--- config.mk ---
export PLATFORM = sky130hd
export DESIGN_NAME = roulette_spinner
export DESIGN_NICKNAME = d
export VERILOG_FILES = /design/src/rtl/roulette_spinner.sv
export SDC_FILE = /design/constraint.sdc
export NUM_CORES = 1
export LEC_CHECK = 0
export ABC_AREA = 1
export BUFFER_PORTS_ARGS = -buffer_cell sky130_fd_sc_hd__buf_2
export CORE_UTILIZATION = 60
export DETAILED_ROUTE_END_ITERATION = 7
export PLACE_DENSITY = 0.86
export REMOVE_ABC_BUFFERS = 1
export SYNTH_ARGS = -nofsm -noshare
export SYNTH_HDL_FRONTEND = slang
export SYNTH_SLANG_ARGS = --single-unit
--- constraint.sdc ---
create_clock -name clk -period 1.9 [get_ports clk]
set_input_delay 0.095 -clock clk [delete_from_list [all_inputs] [get_ports clk]]
set_output_delay 0.095 -clock clk [all_outputs]
set_load 0.05 [all_outputs]
--- src/rtl/roulette_spinner.sv ---
// roulette_spinner: number source for the roulette game.
// A falling edge on the spin key starts a timed wheel spin with an animated
// display, after which a pseudo-random result in 1..RANGE_MAX is presented
// together with a one-cycle result_valid pulse.

module roulette_spinner #(
  parameter int         RANGE_MAX   = 31,
  parameter int         SPIN_CYCLES = 25_000_000,
  parameter int         STEP_DIV    = 2_500_000,
  parameter logic [4:0] SEED        = 5'b10101
) (
  input  logic       clk,
  input  logic       reset_n,
  input  logic       spin_n,
  input  logic       seed_load,
  input  logic [4:0] seed,
  output logic       busy,
  output logic [4:0] display,
  output logic [4:0] result,
  output logic       result_odd,
  output logic       result_valid
);

  // Counter widths; a single bit is kept when the terminal count is 0.
  localparam int SPIN_CNT_W = (SPIN_CYCLES > 1) ? $clog2(SPIN_CYCLES) : 1;
  localparam int STEP_CNT_W = (STEP_DIV > 1) ? $clog2(STEP_DIV) : 1;

  localparam logic [SPIN_CNT_W-1:0] SPIN_LAST = SPIN_CNT_W'(SPIN_CYCLES - 1);
  localparam logic [STEP_CNT_W-1:0] STEP_LAST = STEP_CNT_W'(STEP_DIV - 1);
  localparam logic [4:0]            RANGE_HI  = 5'(RANGE_MAX);

  typedef enum logic [1:0] {
    ST_IDLE   = 2'd0,
    ST_SPIN   = 2'd1,
    ST_SETTLE = 2'd2,
    ST_DONE   = 2'd3
  } state_t;

  // Synchroniser and edge detector. All stages reset to the released key
  // level so that leaving reset never fabricates a press.
  logic spin_meta_q;
  logic spin_sync_q;
  logic spin_prev_q;
  logic spin_evt;

  // FSM and datapath state.
  state_t                state_q,    state_d;
  logic [4:0]            lfsr_q,     lfsr_d;
  logic [SPIN_CNT_W-1:0] spin_cnt_q, spin_cnt_d;
  logic [STEP_CNT_W-1:0] step_cnt_q, step_cnt_d;
  logic [4:0]            display_q,  display_d;
  logic [4:0]            result_q,   result_d;
  logic                  odd_q,      odd_d;
  logic                  lfsr_in_range;

  // Bring the asynchronous key into the clock domain and keep its last level.
  always_ff @(posedge clk) begin
    if (!reset_n) begin
      spin_meta_q <= 1'b1;
      spin_sync_q <= 1'b1;
      spin_prev_q <= 1'b1;
    end else begin
      spin_meta_q <= spin_n;
      spin_sync_q <= spin_meta_q;
      spin_prev_q <= spin_sync_q;
    end
  end

  // A press is the high-to-low transition of the synchronised key.
  assign spin_evt = spin_prev_q & ~spin_sync_q;

  // A usable result is any nonzero LFSR value not above RANGE_MAX.
  assign lfsr_in_range = (lfsr_q != 5'd0) && (lfsr_q <= RANGE_HI);

  // LFSR next value: free-running x^5+x^3+1 shift, seed load only when idle
  // and not starting a spin in the same cycle; a zero seed would lock up.
  always_comb begin
    lfsr_d = {lfsr_q[3:0], lfsr_q[4] ^ lfsr_q[2]};
    if ((state_q == ST_IDLE) && seed_load && !spin_evt) begin
      lfsr_d = (seed == 5'd0) ? 5'd1 : seed;
    end
  end

  // Next-state and datapath logic for the spin sequence.
  always_comb begin
    state_d    = state_q;
    spin_cnt_d = spin_cnt_q;
    step_cnt_d = step_cnt_q;
    display_d  = display_q;
    result_d   = result_q;
    odd_d      = odd_q;

    unique case (state_q)
      ST_IDLE: begin
        if (spin_evt) begin
          state_d    = ST_SPIN;
          spin_cnt_d = '0;
          step_cnt_d = '0;
        end
      end

      ST_SPIN: begin
        spin_cnt_d = spin_cnt_q + SPIN_CNT_W'(1);
        // Animate the wheel: sample the running LFSR every STEP_DIV cycles.
        if (step_cnt_q == STEP_LAST) begin
          display_d  = lfsr_q;
          step_cnt_d = '0;
        end else begin
          step_cnt_d = step_cnt_q + STEP_CNT_W'(1);
        end
        if (spin_cnt_q == SPIN_LAST) begin
          state_d = ST_SETTLE;
        end
      end

      ST_SETTLE: begin
        // Out-of-range values are skipped; the LFSR keeps advancing, and
        // every value 1..31 appears once per period, so this terminates.
        if (lfsr_in_range) begin
          result_d  = lfsr_q;
          odd_d     = lfsr_q[0];
          display_d = lfsr_q;
          state_d   = ST_DONE;
        end
      end

      ST_DONE: begin
        state_d = ST_IDLE;
      end

      default: begin
        state_d = ST_IDLE;
      end
    endcase
  end

  // State, counter and result registers.
  always_ff @(posedge clk) begin
    if (!reset_n) begin
      state_q    <= ST_IDLE;
      lfsr_q     <= SEED;
      spin_cnt_q <= '0;
      step_cnt_q <= '0;
      display_q  <= 5'd0;
      result_q   <= 5'd0;
      odd_q      <= 1'b0;
    end else begin
      state_q    <= state_d;
      lfsr_q     <= lfsr_d;
      spin_cnt_q <= spin_cnt_d;
      step_cnt_q <= step_cnt_d;
      display_q  <= display_d;
      result_q   <= result_d;
      odd_q      <= odd_d;
    end
  end

  assign busy         = (state_q == ST_SPIN) || (state_q == ST_SETTLE);
  assign result_valid = (state_q == ST_DONE);
  assign display      = display_q;
  assign result       = result_q;
  assign result_odd   = odd_q;

endmodule

# Yosys cells after proc, flatten, opt, wreduce, memory -nomap -nowiden
# Index checks and enable logic that the tools add are counted.
dict set report totals {
  reg_bits 68
  latchBits 0
  ramBits 0
  rom_bits 0
  inputBits 9
  out_inout_bits 13
  word_cells 53
  mem_count 0
}
dict set report op_classes {
  addsub 2
  n_mul 0
  n_div 0
  order_cmp 1
  eq_ne 9
  shifts 0
  mux 14
  bitwise 3
  reduce_logical 14
}
# op count
set ops {}
lappend ops {{$pmux W25 S2} 1}
lappend ops {{$mux W22} 2}
lappend ops {{$pmux W22 S2} 1}
lappend ops {{$add A25 B1 Y25 const B} 1}
lappend ops {{$eq A25 B25 Y1 const B} 1}
lappend ops {{$mux W25} 1}
lappend ops {{$add A22 B1 Y22 const B} 1}
lappend ops {{$eq A22 B22 Y1 const B} 1}
lappend ops {{$mux W5} 4}
lappend ops {{$pmux W5 S2} 1}
lappend ops {{$ne A2 B2 Y1 const B} 4}
lappend ops {{$pmux W2 S4} 1}
lappend ops {{$mux W2} 3}
lappend ops {{$reduce_and A3 Y1} 2}
lappend ops {{$le A5 B5 Y1 const B} 1}
lappend ops {{$logic_not A5 Y1} 1}
lappend ops {{$reduce_bool A5 Y1} 1}
lappend ops {{$eq A2 B2 Y1 const B} 2}
lappend ops {{$reduce_and A2 Y1} 2}
lappend ops {{$reduce_bool A2 Y1} 2}
lappend ops {{$logic_and A1 B1 Y1} 3}
lappend ops {{$eq A2 B1 Y1 const B} 1}
lappend ops {{$logic_not A2 Y1} 1}
lappend ops {{$and A1 B1 Y1} 1}
lappend ops {{4 further kinds} 4}

# Depth between registers and ports, before layout
# Gate-level depths: netlist (run 1).
dict set report depth {
  word_depth 5
  depth_mapped 13
  depth_no_buf 13
}

# Least setup slack after synthesis (run 1)
# OpenSTA, ideal clock, no wires.
dict set report synth_path {
  path_type {register -> register}
  from {reg state_q[1]}
  to {reg spin_cnt_q[7]}
  setup_time_ns 0.115
  arrival_time_ns 1.512
  t_required_ns 1.785
  path_slack_ns 0.273
  stages_incl_launch_ff 11
  n_path_buf 1
  synth_period_minus_slack_ns 1.627
  path_cell_list {dfxtp_1 -> inv_1 -> ha_1 -> nand2_2 -> nand2_4 -> inv_2 -> o21ai_2 -> inv_2 -> buf_6 -> o21ai_1 -> nor2_1}
}
dict set report synth_between {
  elab_chain_cells 3
  word_cells_on_any_way 6
  classes_between {eq/ne: 2; mux: 1; reduce/logical: 3}
}
# element line
set synth_rtl {}
lappend synth_rtl {{from (decl)} 47} ;# state_t state_q, state_d;
lappend synth_rtl {{from (signal assigned)} 148} ;# state_q <= state_d;
lappend synth_rtl {{$eq A2 B1 Y1 / $logic_not A2 Y1 (equally long branches)} 93} ;# unique case (state_q)
lappend synth_rtl {{$reduce_bool A2 Y1 (no source line) / $ne A2 B2 Y1 (equally long branches)} n/a}
lappend synth_rtl {{$reduce_and A2 Y1 (no source line)} n/a}
lappend synth_rtl {{to (signal assigned)} 150} ;# spin_cnt_q <= spin_cnt_d;
lappend synth_rtl {{to (decl)} 49} ;# logic [SPIN_CNT_W-1:0] spin_cnt_q, spin_cnt_d;
# Several ways; a longest one is shown, not always the timed one.
# A chain may end at the register's enable or synchronous reset.

# Worst setup path in the final report (run 1)
dict set report layout_path {
  from {reg state_q[0]}
  to {reg spin_cnt_q[15]}
}
# Same word-level chain as after synthesis.

==> results.yml, run 1 <==
critical_path:
  worstRegToRegCells: 11
  cp_common_cell: "inv_1"
  crit_end: "spin_cnt_q[15]"
  r2r_end: "spin_cnt_q[15]"
  rr_startpoint: "state_q[0]"
  path_delay_family: "buffers and inverters"
  crit_fanout: 13
  path_class: "reg2reg"
  path_depth: 11
  arrival_ns: 2.03
  path_cells: "inv_1 -> ha_1 -> inv_1 -> nand2_2 -> nand2_8 -> inv_2 -> o21ai_4 -> clkinv_4 -> buf_4 -> o21ai_0 -> a21oi_1"
  r2r_setup_slack_ns: 0.11
  crit_buf_inv: 5
  crit_slowest_cell: "dfxtp_2"
  slowest_delay_ns: 0.36
  worst_setup_path_start_kind: "flip-flop"
  timing.critical_path.required_ns: 2.14
  cp-end-kind: "flip-flop"
  startpoint: "state_q[0]"
sta:
  period_needed_ns: 1.791
  fin_worst_skew_ns: 0.006342
  finalSetupViolations: 0
  hold_violations: 0
  period_share: 0.9426
  slew_headroom: 0.6748
  clock.fmax_mhz: 558.4
  worst_slew_pin_slew_ns: 0.4872
  slew_viol_final: 0
  tns_ns: 0
  rsz0062_at_grt: "true"
floorplan:
  fp.dieW_um: 76.68
  die_h_um: 76.68
  dieArea_sq_um: 5879
  core_sq_um: 5238
  start_util: 0.6388
  row_count: 26
  io_pins: 22
yosys:
  synth-main-ff-cell: "dfxtp_1"
  syn_area_sq_um: 3346
  ys_seq_area_frac: 0.4009
  async_reset_ff_frac: 0
  yosys_register_bits: 67
  synth_edf_count: 0
  synth_cell_types: 38
  ys.warnings.count: 0
  avgSynthCellArea_sq_um: 6.691
  synth_cells: 500
place:
  io_buffers: 21
  hpwl_mm: 5.168
  gp_congestion: 0.9005
drt:
  ant_nets: 0
  drc: 0
  viasPerCell: 5.308
  dr_total_vias: 3270
  wire_per_inst_um: 12.16
  first_iter_violations: 177
  drt-total-wl_mm: 7.491
  drtPass1Iterations: 4
global_route:
  track_usage: 0.2705
  grt_overflow: 0
  grt_max_degree: 20
  antenna_found_initial: 0
  grt_pass1_vias: 3049
  grt_first_pass_wirelength_mm: 12.81
clocking:
  clk_latency_ns: 0.35
  cts_root_buf: "clkbuf_8"
  numCtsBuffers: 9
  cts_tree: "done"
  clkTransAtPathRegs_ns: 0.07
  clock-sinks: 67
  clk_path_buf_depth: 2
  h-tree-depth: 3
cells_and_area:
  fillerInstances: 397
  layout.nets: 558
  fin_util: 0.7539
  syn2layout_area_growth_pct: 18.03
  n_antenna_cell: 0
  final_layout_size_suffix_gt1_frac: 0.1429
pwr:
  p_leak_nw: 1.618
  power.density_nw_per_um2: 1132
  irDropWorstVdd_uv: 1075
worst_hold_path:
  hold_path.class: "in2reg"
outcome:
  status: "finished clean"
run:
  cap_violations: 0
-- through the flow --
step	total power, mW	hold slack (ns)	setup slack, ns	area [sq um]	instances
3_5_place_dp	2.926	0.2854	0.02506	3541	589
2_1_floorplan	2.596	0.1639	0.1059	3303	492
4_1_cts	4.364	0.01048	0.01356	3824	608
3_3_place_gp	2.885	0.2829	0.1306	3541	589
5_1_grt	4.698	0.03634	-0.01826	3949	616
6_report	4.469	0.02018	0.1091	3949	616
-- area by class of cell --
type	instances	area, sq um	share of cell area
timing repair buffer	39	262.8	0.06654
sequential	67	1344	0.3403
clock buffer	11	141.4	0.03580
inverter	61	234.0	0.05925
tap	70	87.58	0.02218
multi-input combinational	364	1780	0.4509
clock inverter	4	98.84	0.02503
-- repair_timing --
action / in CTS / in global routing
endpoints found under the setup margin: 2 / 30
endpoints found under the hold margin: 4 / 0
hold buffers: 4 / 0
pin swaps: 0 / 2
gates resized for setup: 1 / 13
setup buffers: 0 / 8
-- sequential cells by signal, indices dropped and copies added, names as in the netlist --
name	cells
result	5
lfsr_q	5
display	5
spin_sync_q	1
step_cnt_q	22
spin_prev_q	1
state_q	2
spin_meta_q	1
spin_cnt_q	25
-- worst register-to-register path: stages, from the launching register on --
cell,delay [ns]
dfxtp_2,0.36
inv_1,0.08
ha_1,0.24
inv_1,0.08
nand2_2,0.08
nand2_8,0.12
inv_2,0.10
o21ai_4,0.18
clkinv_4,0.12
buf_4,0.17
o21ai_0,0.08
a21oi_1,0.06
-- metal layers --
layer / part of all wire / global-route usage
met1: 0.47 / 0.3363
met2: 0.48 / 0.4330
met3: 0.040 / 0.08690
met4: 0.011 / 0.1058
met5: 0 / 0
-- Yosys cell counts (all sizes together) (4+ instances only) --
cell      n  area, sq um
o21ai    26        133.9
nor3     22        115.1
ha        7        87.58
buf       4        27.52
inv      61        229.0
nand4     6        37.54
nand3    38        190.2
or2       4        25.02
nand2   132        515.5
dfxtp    67         1341
clkbuf    4        15.01
a21oi    40        200.2
nor2     70        285.3
-- cells in the final DEF (no fill, tap or decap), drive strengths merged, types with 6 or more instances in the layout --
cell,Yosys,routed
nor2,70,70
nand3,38,38
buf,4,35
ha,7,7
nand4,6,6
dfxtp,67,67
o21ai,26,26
nand2,132,132
clkbuf,4,11
inv,61,60
a21oi,40,40
nor3,22,22
-- logic make-up after synthesis --
logic type | count (synthesis) | share of synthesized area
AO/OA/AOI/OAI | 75 | 0.1200
buffers and inverters | 69 | 0.08115
flip-flops | 67 | 0.4009
AND/OR/NAND/NOR | 281 | 0.3691
XOR/XNOR | 1 | 0.002618
adder cells (fa/ha/maj) | 7 | 0.02618
-- power breakdown --
part	internal [mW]	switching [mW]
Clock	0.903	0.539
Sequential	1.54	0.0919
Combinational	0.424	0.975
Total	2.86	1.61
-- worst min-delay path by stage --
| stage | depth (start not counted) | endpoint | slack [ns] | startpoint |
|---|---|---|---|---|
| floorplan | 1 | spin_prev_q | 0.16 | reset_n |
| CTS | 3 | lfsr_q[3] | 0.01 | seed[3] |
| finish | 3 | lfsr_q[3] | 0.02 | seed[3] |
| global route | 3 | lfsr_q[3] | 0.04 | seed[3] |
| global placement | 2 | spin_meta_q | 0.28 | spin_n |
| detailed placement | 2 | spin_meta_q | 0.29 | spin_n |
Note: power is estimated with default switching activity, not from simulation.
==> run 2, diff against run 1 <==
Settings changed: CORE_UTILIZATION 60 to 63, CTS_BUF_LIST set to sky130_fd_sc_hd__clkbuf_4, PLACE_DENSITY 0.86 to unset, PLACE_DENSITY_LB_ADDON set to 0.3.
==> run 2 against run 1 <==
Against the previous run:
- clock power fell by 24%
- largest power group unchanged
- critical path depth grew 1
- core utilization down 0.064 points
- clock-buffer cell count shrank 2
- largest cell class unchanged
- die area shrank 4.6%
==> results.yml, run 2 (same netlist as run 1, synthesis figures left out) <==
outcome:
  status: "finished clean"
clocking:
  cts_root_buf: "clkbuf_4"
  clk_path_buf_depth: 2
  numCtsBuffers: 9
  clock-sinks: 67
  clkTransAtPathRegs_ns: 0.12
  h-tree-depth: 3
  cts_tree: "done"
  clk_latency_ns: 0.43
critical_path:
  worstRegToRegCells: 12
  timing.critical_path.required_ns: 2.23
  arrival_ns: 2.17
  path_class: "reg2reg"
  worst_setup_path_start_kind: "flip-flop"
  cp-end-kind: "flip-flop"
  crit_fanout: 19
global_route:
  grt_max_degree: 20
  grt_overflow: 0
  antenna_found_initial: 0
  grt_pass1_vias: 2909
  track_usage: 0.2874
  grt_first_pass_wirelength_mm: 12.25
pwr:
  power.density_nw_per_um2: 1063
  power_frac_comb: 0.332
  power.total_mw: 4.091
  p_sw_frac: 0.3977
  p_int_mw: 2.464
  p_leak_nw: 1.590
  power_frac_clock: 0.270
  seq_power_share: 0.398
  irDropWorstVdd_uv: 1224
  power.switching_mw: 1.627
floorplan:
  io_pins: 22
  start_util: 0.6551
  core_sq_um: 5107
  row_count: 26
  fp.dieW_um: 74.88
  die_h_um: 74.88
  dieArea_sq_um: 5606
place:
  io_buffers: 21
  hpwl_mm: 5.177
  gp_congestion: 0.8872
  pre_cts_ws_ns: 0.05981
sta:
  slew_viol_final: 0
  hold_violations: 0
  clock.fmax_mhz: 544.4
  finalSetupViolations: 0
  period_share: 0.9669
  worst_slew_pin_slew_ns: 0.4836
  fin_worst_skew_ns: 0.02416
  period_needed_ns: 1.837
  tns_ns: 0
  postLayoutSetupSlackWorst_ns: 0.06298
  slew_headroom: 0.6773
drt:
  first_iter_violations: 253
  drc: 0
  drt-total-wl_mm: 7.621
  wire_per_inst_um: 12.37
  viasPerCell: 5.420
  dr_total_vias: 3339
  ant_nets: 0
  drtPass1Iterations: 5
worst_hold_path:
  hold_path.class: "in2reg"
  whs_path_depth: 2
cells_and_area:
  syn2layout_area_growth_pct: 15.00
  final_layout_size_suffix_gt1_frac: 0.1465
  reg_top3: "spin_cnt_q (25), step_cnt_q (22)"
  fin_util: 0.7533
  n_antenna_cell: 0
  fillerInstances: 399
  layout.nets: 557
  final_common_cell: "nand2_1"
  regMostFlops: "spin_cnt_q"
  layout_common_cells: "nand2_1 (125), dfxtp_1 (66), nor2_1 (61), inv_1 (56), a21oi_1 (40)"
  largest_reg_flops: 25
run:
  cap_violations: 0
run 2: cell types whose count changed in the layout (fill, tap and decap cells not counted), sizes merged:
cell,previous run,this run
buf,35,31
clkbuf,11,9
inv,60,62
clkinv,2,4
bufinv,3,2
dlygate4sd3,4,6
nand2,132,133
run 2: path summary, 6_finish.rpt:
check	from	end	slack, ns
max	state_q[1]	spin_cnt_q[10]	0.06
min	reset_n	spin_prev_q	0.03
max reg2reg	state_q[1]	spin_cnt_q[10]	0.06
min reg2reg	spin_meta_q	spin_sync_q	0.43
run 2: metrics by stage:
stage | instances | instance area [sq um] | hold WS (ns)
2_1_floorplan | 492 | 3303 | 0.1639
3_3_place_gp | 590 | 3548 | 0.2823
3_5_place_dp | 590 | 3548 | 0.2926
4_1_cts | 612 | 3776 | 0.01614
5_1_grt | 616 | 3847 | 0.03095
6_report | 616 | 3847 | 0.02803
run 2: critical path: stages, from the launching register on:
cell	delay, ns
dfxtp_1	0.39
inv_1	0.10
ha_2	0.19
inv_1	0.06
nand2_2	0.08
nand2_4	0.14
inv_2	0.09
o21ai_2	0.20
inv_4	0.13
nand2_1	0.11
o21ai_0	0.11
o21ai_0	0.09
inv_1	0.05
run 2: per-layer routing:
layer,share of wire,vias up,GRT usage,wire length (um)
li1,-,1703,-,-
met3,0.061,16,0.08166,467
met5,0,-,0,0
met1,0.45,1514,0.3546,3464
met2,0.47,106,0.4745,3558
met4,0.017,0,0.1153,131
run 2: repair_timing:
| action | 4_1_cts | 5_1_grt |
|---|---|---|
| gates resized for setup | 0 | 15 |
| setup buffers | 0 | 3 |
| hold endpoints to repair | 6 | 0 |
| endpoints found under the setup margin | 0 | 24 |
| hold buffers | 6 | 0 |
run 2: power groups by stage:
stage | sequential (mW) | clock (mW) | combinational [mW]
after CTS | 1.62 | 1.12 | 1.30
after global routing | 1.64 | 1.17 | 1.49
after detailed placement | 1.65 | 0 | 1.29
after floorplan | 1.88 | 0 | 0.716
after global placement | 1.65 | 0 | 1.26
final | 1.63 | 1.10 | 1.36
run 2: final cells by class:
class                      count  area [sq um]  share of cell area
sequential                    67          1343              0.3489
clock buffer                   9         67.56             0.01756
inverter                      61         231.5             0.06016
timing repair buffer          37         240.2             0.06244
clock inverter                 7         100.1             0.02602
tap                           70         87.58             0.02276
multi-input combinational    365          1778              0.4621
==> run 3, diff against run 2 <==
Settings changed: SETUP_SLACK_MARGIN set to 0.15.
==> run 3 against run 2 <==
Against the previous run:
- final area increased by 4.6%
- clock skew decreased by 0.00092 ns
- sequential power about the same
- setup slack improved by 0.10 ns
- global-route usage increased by 0.45 points
- cell count increased by 1.1%
- die area unchanged
- sequential cell count unchanged
- core utilization increased by 3.5 points
- register-to-register slack improved by 0.10 ns
- via count increased by 3.4%
- combinational power increased by 12%
==> results.yml, run 3 (same netlist as run 1, synthesis figures left out) <==
outcome:
  status: "finished clean"
sta:
  clock.fmax_mhz: 576.3
  tns_ns: 0
  postLayoutSetupSlackWorst_ns: 0.1649
  fin_worst_skew_ns: 0.02323
  worst_slew_pin_slew_ns: 0.5178
  slew_viol_final: 0
  rsz0062_at_grt: "true"
  slew_headroom: 0.6544
  period_share: 0.9132
  whs_ns: 0.03243
  finalSetupViolations: 0
  period_needed_ns: 1.735
  hold_violations: 0
critical_path:
  path_cells: "ha_1 -> nand3_1 -> nor2_4 -> nand2_2 -> nor2_4 -> nand2_4 -> nor2_4 -> nand2_1 -> nand2_1 -> nand2_1 -> nor2_1"
  cp-end-kind: "flip-flop"
  path_delay_family: "simple AND/OR/NAND/NOR gates"
  worstRegToRegCells: 11
  crit_slowest_cell: "dfxtp_1"
  r2r_setup_slack_ns: 0.16
  arrival_ns: 2.11
  r2r_end: "spin_cnt_q[22]"
  worst_setup_path_start_kind: "flip-flop"
  path_class: "reg2reg"
  crit_buf_inv: 0
  slowest_delay_ns: 0.38
  timing.critical_path.required_ns: 2.28
  rr_startpoint: "spin_cnt_q[1]"
  crit_fanout: 5
drt:
  viasPerCell: 5.539
  dr_total_vias: 3451
  first_iter_violations: 307
  drt-total-wl_mm: 8.193
  ant_nets: 0
  drtPass1Iterations: 6
  drc: 0
  wire_per_inst_um: 13.15
run:
  cap_violations: 0
floorplan:
  dieArea_sq_um: 5606
  fp.dieW_um: 74.88
  row_count: 26
  die_h_um: 74.88
  start_util: 0.6551
  core_sq_um: 5107
  io_pins: 22
clocking:
  clkTransAtPathRegs_ns: 0.12
  cts_tree: "done"
  clk_path_buf_depth: 2
  numCtsBuffers: 9
  clk_latency_ns: 0.44
  cts_root_buf: "clkbuf_4"
  clock-sinks: 67
  h-tree-depth: 3
pwr:
  power.density_nw_per_um2: 1064
  irDropWorstVdd_uv: 1224
  p_leak_nw: 1.683
cells_and_area:
  final_common_cell: "nand2_1"
  final_layout_size_suffix_gt1_frac: 0.1826
  layout_common_cells: "nand2_1 (122), dfxtp_1 (62), nor2_1 (59), inv_1 (54), a21oi_1 (40)"
  syn2layout_area_growth_pct: 20.27
  layout.nets: 564
  largest_reg_flops: 25
  final_cell_area_sq_um: 4024
  reg_top3: "spin_cnt_q (25), step_cnt_q (22)"
  fillerInstances: 362
  n_antenna_cell: 0
  regMostFlops: "spin_cnt_q"
  fin_util: 0.7878
worst_hold_path:
  whs_path_depth: 2
  holdPathEnd: "spin_prev_q"
  min_from: "reset_n"
  hold_path.class: "in2reg"
global_route:
  grt_pass1_vias: 2947
  grt_overflow: 0
  track_usage: 0.2919
  grt_first_pass_wirelength_mm: 12.44
  grt_max_degree: 20
  antenna_found_initial: 0
place:
  hpwl_mm: 5.177
  io_buffers: 21
  gp_congestion: 0.8872
  place_area_sq_um: 3548
  pre_cts_ws_ns: 0.05981
run 3: cell count changes in the layout (fill, tap and decap cells not counted), sizes merged:
cell    delta
buf        +8
clkinv     +1
inv        -1
nand2      -1
run 3: worst max path at each step:
stage                  start        endpoint  cells past startpoint
5_1_grt        spin_cnt_q[1]  spin_cnt_q[22]                     11
6_report       spin_cnt_q[1]  spin_cnt_q[22]                     11
3_3_place_gp      state_q[0]   spin_cnt_q[8]                      9
3_5_place_dp      state_q[0]  spin_cnt_q[12]                      9
2_1_floorplan     state_q[1]  spin_cnt_q[10]                     11
4_1_cts           state_q[0]  spin_cnt_q[17]                     12
run 3: worst reg2reg max path, cell delays in order, from the launching register on:
cell	delay (ns)
dfxtp_1	0.38
ha_1	0.22
nand3_1	0.16
nor2_4	0.17
nand2_2	0.10
nor2_4	0.17
nand2_4	0.11
nor2_4	0.13
nand2_1	0.07
nand2_1	0.06
nand2_1	0.04
nor2_1	0.07
run 3: what timing repair did:
| item | in CTS | in global routing |
|---|---|---|
| setup endpoints to repair | 22 | 44 |
| setup buffers | 4 | 7 |
| pin swaps | 3 | 7 |
| hold endpoints to repair | 6 | 0 |
| hold buffers | 6 | 0 |
| resized for setup | 7 | 41 |
run 3: final cells by class:
| cell class | count | area (sq um) | share of cell area |
|---|---|---|---|
| multi-input combinational | 364 | 1872 | 0.4652 |
| timing repair buffer | 45 | 310.3 | 0.07711 |
| clock buffer | 9 | 67.56 | 0.01679 |
| inverter | 61 | 236.5 | 0.05877 |
| tap | 70 | 87.58 | 0.02177 |
| clock inverter | 7 | 100.1 | 0.02488 |
| sequential | 67 | 1350 | 0.3355 |
run 3: report_power, final:
part,internal [mW],switching (mW)
Sequential,1.54,0.102
Clock,0.542,0.572
Combinational,0.487,1.04
run 3: metal layers:
layer  share of wire  vias to the layer above  GRT usage
met3           0.060                       30    0.08032
met2            0.48                      136     0.4845
met4           0.026                        0     0.1153
met5               0                        -          0
li1                -                     1720          -
met1            0.43                     1565     0.3602
run 3: through the flow:
step	total power [mW]	instances
after floorplan	2.596	492
after global placement	2.907	590
after detailed placement	2.939	590
after CTS	4.107	616
after global routing	4.474	623
final	4.283	623
